<file path="src/rtl/sbox_cfg_loader.sv">
// sbox_cfg_loader: serial frame loader with legality check and atomic commit.
// Define SBOX_CFG_PARITY_EN for a trailing even-parity bit per frame.
module sbox_cfg_loader #(
  parameter int NUM_TB = 5,
  parameter int NUM_LR = 4,
  parameter int ENTRY_W = 6,
  localparam int NUM_ENTRIES = 2*NUM_TB+2*NUM_LR,
  localparam int CFG_W = ENTRY_W*NUM_ENTRIES
) (
  input  logic             clk,
  input  logic             rst_n,
  input  logic             start,
  input  logic             abort,
  input  logic             clear,
  input  logic             bit_valid,
  input  logic             bit_data,
  output logic             bit_ready,
  output logic             busy,
  output logic             done,
  output logic             err,
  output logic [4:0]       err_entry,
  output logic [CFG_W-1:0] cfg_active
);

  typedef enum logic [1:0] {
    IDLE,
    SHIFT,
    COMMIT
  } state_t;

  localparam logic [4:0] K_BOT = 5'(NUM_TB);
  localparam logic [4:0] K_LFT = 5'(2*NUM_TB);
  localparam logic [4:0] K_RGT = 5'(2*NUM_TB+NUM_LR);
  localparam logic [4:0] LAST_ENT = 5'(NUM_ENTRIES-1);
  localparam logic [4:0] PAR_SLOT = 5'(NUM_ENTRIES);
  localparam logic [3:0] TB4 = 4'(NUM_TB);
  localparam logic [3:0] LR4 = 4'(NUM_LR);

  state_t state, nxt;

  logic [CFG_W-1:0]   shadow;
  logic [ENTRY_W-2:0] cur;
  logic [2:0]         bit_cnt;
  logic [4:0]         ent_cnt;
  logic [ENTRY_W-1:0] ent;
  logic               ent_bad;
  logic               xfer;
  logic               last_bit;
`ifdef SBOX_CFG_PARITY_EN
  logic               par;
`endif

  function automatic logic entry_bad(
    input logic [4:0] k,
    input logic [5:0] e
  );
    logic [2:0] own_s;
    logic [4:0] own_i;
    logic       bad;
    own_s = 3'd2;
    own_i = k - K_RGT;
    unique case (1'b1)
      (k < K_BOT): begin
        own_s = 3'd1;
        own_i = k;
      end
      (k >= K_BOT && k < K_LFT): begin
        own_s = 3'd3;
        own_i = k - K_BOT;
      end
      (k >= K_LFT && k < K_RGT): begin
        own_s = 3'd4;
        own_i = k - K_LFT;
      end
      default: ;
    endcase
    bad = 1'b0;
    unique case (e[2:0])
      3'd0: bad = 1'b0;
      3'd1, 3'd3: bad = ({1'b0, e[5:3]} >= TB4);
      3'd2, 3'd4: bad = ({1'b0, e[5:3]} >= LR4);
      default: bad = 1'b1;
    endcase
    // selecting its own pin closes a loop through the mux
    if (e[2:0] == own_s && {2'b00, e[5:3]} == own_i)
      bad = 1'b1;
    return bad;
  endfunction

  assign ent = {cur, bit_data};
  assign ent_bad = entry_bad(ent_cnt, ent);
  assign xfer = bit_valid && (state == SHIFT);

  always_comb begin
    bit_ready = 1'b0;
    busy = 1'b0;
`ifdef SBOX_CFG_PARITY_EN
    last_bit = (ent_cnt == PAR_SLOT);
`else
    last_bit = (ent_cnt == LAST_ENT) &&
               (bit_cnt == 3'd5);
`endif
    nxt = state;
    unique case (state)
      IDLE: begin
        if (start) nxt = SHIFT;
      end
      SHIFT: begin
        bit_ready = 1'b1;
        busy = 1'b1;
        if (abort) nxt = IDLE;
        else if (bit_valid && last_bit) nxt = COMMIT;
      end
      COMMIT: begin
        busy = 1'b1;
        nxt = IDLE;
      end
      default: nxt = IDLE;
    endcase
  end

  always_ff @(posedge clk or negedge rst_n) begin
    if (!rst_n) state <= IDLE;
    else state <= nxt;
  end

  always_ff @(posedge clk or negedge rst_n) begin
    if (!rst_n) begin
      shadow <= '0;
      cur <= '0;
      bit_cnt <= '0;
      ent_cnt <= '0;
      done <= 1'b0;
      err <= 1'b0;
      err_entry <= '0;
      cfg_active <= '0;
`ifdef SBOX_CFG_PARITY_EN
      par <= 1'b0;
`endif
    end else begin
      done <= 1'b0;
      if (state == IDLE) begin
        if (start) begin
          shadow <= '0;
          cur <= '0;
          bit_cnt <= '0;
          ent_cnt <= '0;
          err <= 1'b0;
          err_entry <= '0;
`ifdef SBOX_CFG_PARITY_EN
          par <= 1'b0;
`endif
        end else if (clear) begin
          cfg_active <= '0;
        end
      end
      if (xfer && !abort) begin
`ifdef SBOX_CFG_PARITY_EN
        par <= par ^ bit_data;
        if (ent_cnt == PAR_SLOT) begin
          if ((par ^ bit_data) && !err) begin
            err <= 1'b1;
            err_entry <= PAR_SLOT;
          end
        end else
`endif
        if (bit_cnt == 3'd5) begin
          bit_cnt <= '0;
          ent_cnt <= ent_cnt + 5'd1;
          for (int k = 0; k < NUM_ENTRIES; k++)
            if (ent_cnt == 5'(k))
              shadow[k*ENTRY_W +: ENTRY_W] <= ent;
          if (ent_bad && !err) begin
            err <= 1'b1;
            err_entry <= ent_cnt;
          end
        end else begin
          cur <= ent[ENTRY_W-2:0];
          bit_cnt <= bit_cnt + 3'd1;
        end
      end
      if (state == COMMIT && !abort && !err) begin
        cfg_active <= shadow;
        done <= 1'b1;
      end
    end
  end

endmodule

</file>
<file path="config.mk">
export PLATFORM = sky130hd
export DESIGN_NAME = sbox_cfg_loader
export DESIGN_NICKNAME = d
export VERILOG_FILES = /design/src/rtl/sbox_cfg_loader.sv
export SDC_FILE = /design/constraint.sdc
export NUM_CORES = 1
export LEC_CHECK = 0
export CORE_MARGIN = 1
export CORE_UTILIZATION = 35
export DETAILED_ROUTE_END_ITERATION = 8
export SYNTH_ARGS = -nofsm -noshare
export SYNTH_HDL_FRONTEND = slang
export SYNTH_SLANG_ARGS = --single-unit
</file>
<file path="constraint.sdc">
create_clock -name clk -period 3.4 [get_ports clk]
set_input_delay 1.02 -clock clk [delete_from_list [all_inputs] [get_ports clk]]
set_output_delay 1.02 -clock clk [all_outputs]
set_load 0.01 [all_outputs]
</file>
# Word-level counts from Yosys, hierarchy flattened
# Index checks and enable logic that the tools add are counted.
[op_classes]
add_sub_neg = 5
order_cmp = 7
n_eq_ne = 29
n_mux = 59
n_reduce_logical = 25
[ops]
columns = ["operator", "n"]
rows = [
  ["108-bit 2-to-1 mux", 8],
  ["6-bit 2-to-1 mux", 18],
  ["5-bit 2-to-1 mux", 13],
  ["5-bit by 4-bit == test with 1-bit output, second input constant", 8],
  ["5-bit by 3-bit == test with 1-bit output, second input constant", 4],
  ["5-bit one-hot mux with 3 select lines", 1],
  ["3-bit 2-to-1 mux", 4],
  ["5-bit by 2-bit == test with 1-bit output, second input constant", 2],
  ["5-bit == test, second input constant", 2],
  ["1-bit logical AND", 10],
  ["5-bit by 4-bit < comparator with 1-bit output, second input constant", 2],
  ["5-bit by 4-bit subtractor with 5-bit output, second input constant", 2],
  ["1-bit 2-to-1 mux", 9],
  ["3-bit one-hot mux with 3 select lines", 1],
  ["2-bit nonzero test", 4],
  ["3-bit by 2-bit == test with 1-bit output, second input constant", 2],
  ["3-bit == test, second input constant", 2],
  ["3-bit greater-or-equal comparator, second input constant", 2],
  ["2-bit 2-to-1 mux", 3],
  ["2-bit OR reduction", 3],
  ["5-bit by 1-bit adder with 5-bit output, second input constant", 1],
  ["3-bit by 5-bit == test with 1-bit output", 1],
  ["5-bit by 1-bit == test with 1-bit output, second input constant", 1],
  ["5-bit by 3-bit greater-or-equal comparator with 1-bit output, second input constant", 1],
  ["other kinds (19)", 21],
]
[word_totals]
register_bits = 238
input_bits = 7
output_inout_bits = 117
wordCells = 134

# Logic depth before layout (Yosys ltp)
[logic_depth]
ltp_word = 10
mapped_depth = 11
depth_no_buf = 9

# Least setup slack after synthesis
# OpenSTA, ideal clock, no wires.
[synth_timing]
path_type = "input port to flip-flop"
startpoint = "input abort"
endpoint = "register shadow[100]"
setup_ps = 135
arrival_time_ps = 2444
required_time_ps = 3265
slack_ps = 820
cell_stages = 7
path_buffers = 2
path_cell_list = "and3b_1 > clkbuf_1 > nand3_1 > nor3_1 > and3_1 > clkbuf_1 > o21ai_0"
[synth_via]
elab_chain_len = 3
[synth_rtl]
columns = ["item", "line", "source"]
rows = [
  ["start: declaration", "13", "input logic abort,"],
  ["1-bit logical NOT", "157", "if (xfer && !abort) begin"],
  ["1-bit logical AND", "157", ""],
  ["108-bit 2-to-1 mux", "157", ""],
  ["end signal: indexed assignment", "172", "shadow[k*ENTRY_W +: ENTRY_W] <= ent;"],
  ["end: declaration", "41", "logic [CFG_W-1:0] shadow;"],
]
# Every way passes these cells.
# A chain may end at the register's enable or synchronous reset.

# Final worst setup path
[layout_timing]
startpoint = "register ent_cnt[1]"
endpoint = "register err_entry[2]"
[layout_via]
elab_chain_len = 10
elab_cells_between_ends = 20
classes_between = "add/sub: 3; order compare: 5; eq/ne: 2; mux: 6; reduce/logical: 4"
[layout_rtl]
columns = ["item", "line", "source"]
rows = [
  ["start: declaration", "44", "logic [4:0] ent_cnt;"],
  ["start signal: assignment", "169", "ent_cnt <= ent_cnt + 5'd1;"],
  ["5-bit by 4-bit greater-or-equal comparator with 1-bit output (tied with other cells)", "71", "(k >= K_LFT && k < K_RGT): begin"],
  ["1-bit logical AND, on equally long branches", "71, 67", ""],
  ["5-bit one-hot mux with 3 select lines / 3-bit one-hot mux with 3 select lines (equally long branches)", "62", "unique case (1'b1)"],
  ["3-bit by 5-bit == test with 1-bit output / 3-bit == test (equally long branches)", "85", "if (e[2:0] == own_s && {2'b00, e[5:3]} == own_i)"],
  ["1-bit logical AND *", "85", ""],
  ["1-bit 2-to-1 mux *", "85", ""],
  ["1-bit logical AND *", "173", "if (ent_bad && !err) begin"],
  ["5-bit 2-to-1 mux *", "173", ""],
  ["5-bit 2-to-1 mux *", "167", "if (bit_cnt == 3'd5) begin"],
  ["5-bit 2-to-1 mux *", "157", ""],
  ["end signal: assignment", "175", "err_entry <= ent_cnt;"],
  ["end: declaration", "21", "output logic [4:0] err_entry,"],
]
# Mark *: on every way between the ends. The rest lies on a longest branch, timed or not.

==> PnR_summary.wiki <==
{| class="wikitable"
! Metric !! Value
|-
| Via count of the first global-routing pass || 6975
|-
| Io pins || 124
|-
| Flip-flop and latch count after synthesis || 238
|-
| Slew Limit Fails || 0
|-
| Count of routing violations after the opening detailed-route iteration || ~450
|-
| Path category of the worst min-delay check || in2async
|-
| Detailed placement HPWL || between 15 and 20 mm
|-
| Max-slew headroom || approximately 45%
|-
| Final-layout worst hold slack || around 0.46 ns
|-
| Beginning of the worst register-to-register path || ent_cnt[1]$_DFF_PN0_
|-
| Synthesized cell area || ~9600 sq um
|-
| Worst r2r path cells || 9
|-
| Max-capacitance violation count || 0
|-
| Post-DR wirelength/cell || 18.5 um
|-
| Setup repair after global routing missed its margin || no
|-
| Leading register cell type out of synthesis || sky130_fd_sc_hd__dfrtp_1
|-
| Sequential fraction of the synthesis area || between 60% and 70%
|-
| Detailed-router iteration count before antenna repair || 5
|-
| Final Core Density || 45.2%
|-
| Non-filler instance count after layout || around 1400
|-
| Final period utilization || roughly nine tenths
|-
| Total placed cells including tap cells || 1310
|-
| Critical path data arrival time || around 3.5 ns
|-
| Core region area || 26900 sq um
|-
| Vert. Die Dim || 167 um
|-
| Worst-path maximum fanout || 8
|-
| PnR worst setup slack || 0.385 ns
|-
| Chip Width || between 150 and 200 um
|-
| Area growth from synthesis to final layout || 27.1%
|-
| Layout net count || slightly above 1000
|-
| Power, Total || approximately 6.2 mW
|-
| Die area || between 20000 and 30000 sq um
|-
| Cell count after synthesis || around 900
|-
| Clock input transition at the sequential cells of the worst setup and hold paths || approximately 0.06 ns
|-
| Master cell of the clock root buffer || sky130_fd_sc_hd__clkbuf_16
|-
| Final WL || 25.1 mm
|-
| Worst VDD drop || between 300 and 400 uV
|-
| Clk sink count || approximately 240
|-
| Row cnt || 60
|-
| Measured slew at the worst slew-check pin || 0.832 ns
|-
| Final hold violation count || 0
|-
| Antenna Violating Nets Remaining || 0
|-
| Worst clock skew || approximately 0.033 ns
|-
| Data required time of the critical path || 3.83 ns
|-
| Setup tns final || 0 ns
|-
| Number of warnings reported in the yosys synthesis log || 0
|-
| Post-route DRC || 0
|-
| Number of antenna repair diodes || 0
|-
| Per-instance average area after synthesis || roughly 11 sq um
|-
| Power density over the cells || a little over 500 nW/um^2
|-
| Crit Path Category || reg2reg
|-
| Vias per cell || ~5.3
|-
| Min Tclk post-route || about 3 ns
|-
| Static leakage || approximately 5.5 nW
|-
| Register-to-register setup slack || around 0.39 ns
|-
| Gpl congestion || about 0.85
|-
| Num CTS Buffers || 26
|-
| All-Layer GR Usage || a little under a fifth
|-
| Number of instances resized during post-cts repair || 0
|-
| Element type at the critical path start || flip-flop
|-
| Post-Layout Inst Area || approximately 12000 sq um
|-
| Count of vias placed by the detailed router || approximately 7000
|-
| Placed inst area || about 11000 sq um
|-
| Post-synth EDFFs || 0
|-
| CTS tree || built
|-
| Number of antenna violations at the first check in global routing || 0
|-
| Share of synthesized flip-flops with an asynchronous set or reset || 100%
|-
| Total gr overflow || 0
|-
| Count of buffers inserted at the top-level ports || between 100 and 150
|-
| Worst reg2reg path endpoint || err_entry[2]$_DFF_PN0_
|-
| Maximum clock path buffer count || 3
|-
| Largest net degree at the start of global routing || 73
|-
| Setup violation total in the final timing report || 0
|-
| Run status || finished clean
|-
| Highest achievable clock rate || ~0.33 GHz
|-
| Unique masters post-synth || 45
|-
| Effective utilization at floorplan || 35.5%
|-
| Post-CTS setup repair buffer count || 0
|-
| CTS Hold Bufs || 0
|-
| H-tree depth || 1
|-
| Insertion delay to the later sink of the worst-skew pair || 0.53 ns
|-
| Wire length of the first global-routing pass || 40.4 mm
|-
| DP Worst Slack || approximately 0.16 ns
|-
| Crit path capture type || flip-flop
|-
| Number of nets produced by synthesis || 905
|-
| Layout cell share with drive strength beyond 1 || ~8.4%
|}
==> final cells by class <==
cell class	count	area, sq um
multi-input cells	563	3290
fillers	2524	14700
clock buffers	37	772
flip-flops and latches	238	5960
inverters	15	56.3
repair buffers	153	1550
well taps	341	427
clock inverters	10	91.3
==> how the worst max path moves through the flow <==
stage                        endpoint                  from  depth (start not counted)
3_5_place_dp    shadow[100]$_DFF_PN0_                 abort                          6
2_1_floorplan   shadow[100]$_DFF_PN0_                 abort                          7
3_3_place_gp     shadow[99]$_DFF_PN0_                 abort                          6
4_1_cts        err_entry[1]$_DFF_PN0_  ent_cnt[1]$_DFF_PN0_                          9
6_report       err_entry[2]$_DFF_PN0_  ent_cnt[1]$_DFF_PN0_                          9
5_1_grt        err_entry[3]$_DFF_PN0_  ent_cnt[1]$_DFF_PN0_                          9
==> synthesized netlist by cell type, types with 7 or more instances <==
master	instances	area, sq um
sky130_fd_sc_hd__clkbuf_1	63	236
sky130_fd_sc_hd__inv_1	14	52.6
sky130_fd_sc_hd__a22o_1	109	955
sky130_fd_sc_hd__o21ai_0	93	465
sky130_fd_sc_hd__a21oi_1	25	125
sky130_fd_sc_hd__nor2_1	29	109
sky130_fd_sc_hd__ha_1	12	150
sky130_fd_sc_hd__nor3_1	9	45.0
sky130_fd_sc_hd__nand3_1	46	230
sky130_fd_sc_hd__dfrtp_1	238	5960
sky130_fd_sc_hd__a31oi_1	7	43.8
sky130_fd_sc_hd__nand2_1	161	604
sky130_fd_sc_hd__mux2i_1	7	70.1
sky130_fd_sc_hd__o21ai_1	17	85.1
==> metal layers <==
| layer | global-route usage (%) | up-vias | routed length [um] | part of all wire [%] |
|---|---|---|---|---|
| met2 | 27.8 | 214 | 11200 | 45 |
| li1 | - | 3350 | - | - |
| met4 | 3.79 | 0 | 401 | 1.6 |
| met3 | 2.84 | 38 | 1320 | 5.3 |
| met1 | 27.2 | 3548 | 12100 | 48 |
| met5 | 0 | - | 0 | 0 |
==> sequential cells by signal, indices dropped and copies added (netlist names) <==
register and cells:
bit_cnt 3, state 2, err 1, cfg_active 108, done 1, ent_cnt 5, err_entry 5, shadow 108
cur 5
==> critical path: stages (launching register included) <==
cell                        delay [ns]
sky130_fd_sc_hd__dfrtp_1          0.51
sky130_fd_sc_hd__inv_1            0.26
sky130_fd_sc_hd__ha_1             0.32
sky130_fd_sc_hd__a2111oi_2        0.60
sky130_fd_sc_hd__a22oi_1          0.19
sky130_fd_sc_hd__and3_1           0.21
sky130_fd_sc_hd__o32ai_1          0.21
sky130_fd_sc_hd__a211oi_2         0.09
sky130_fd_sc_hd__a31oi_4          0.28
sky130_fd_sc_hd__mux2i_1          0.23
==> cell usage in the layout (no fill, tap or decap), types with 3 or more instances in the layout <==
master                            count
sky130_fd_sc_hd__nor2_1              29
sky130_fd_sc_hd__nand3_1             46
sky130_fd_sc_hd__nand2_1            160
sky130_fd_sc_hd__clkbuf_1             3
sky130_fd_sc_hd__mux2i_1              7
sky130_fd_sc_hd__a22o_1             109
sky130_fd_sc_hd__xnor2_1              3
sky130_fd_sc_hd__and3_1               6
sky130_fd_sc_hd__nand4_1              4
sky130_fd_sc_hd__clkinv_2             6
sky130_fd_sc_hd__buf_12               7
sky130_fd_sc_hd__nor3_1               9
sky130_fd_sc_hd__a21oi_1             25
sky130_fd_sc_hd__o21ai_0             93
sky130_fd_sc_hd__dfrtp_1            238
sky130_fd_sc_hd__clkbuf_8             8
sky130_fd_sc_hd__clkbuf_16           26
sky130_fd_sc_hd__ha_1                12
sky130_fd_sc_hd__inv_1               14
sky130_fd_sc_hd__o21ai_1             17
sky130_fd_sc_hd__buf_4               23
sky130_fd_sc_hd__nor2b_1              6
sky130_fd_sc_hd__clkdlybuf4s50_1    122
sky130_fd_sc_hd__a31oi_1              6
sky130_fd_sc_hd__a22oi_1              3
==> report_power, final <==
part	total (mW)	internal, mW	switching, mW
clock	2.79	1.65	1.14
sequential	2.91	2.86	0.0506
combinational	0.533	0.134	0.398
==> cells by family after synthesis <==
logic type | after synthesis | synth area share [%]
adder cells (fa/ha/maj) | 12 | 1.57
multiplexers | 7 | 0.734
XOR/XNOR | 3 | 0.275
buffers and inverters | 85 | 3.47
flip-flops | 238 | 62.4
AND/OR/NAND/NOR | 271 | 12.2
AO/OA/AOI/OAI | 270 | 19.4
No activity file was read; power rests on OpenSTA's default activity.
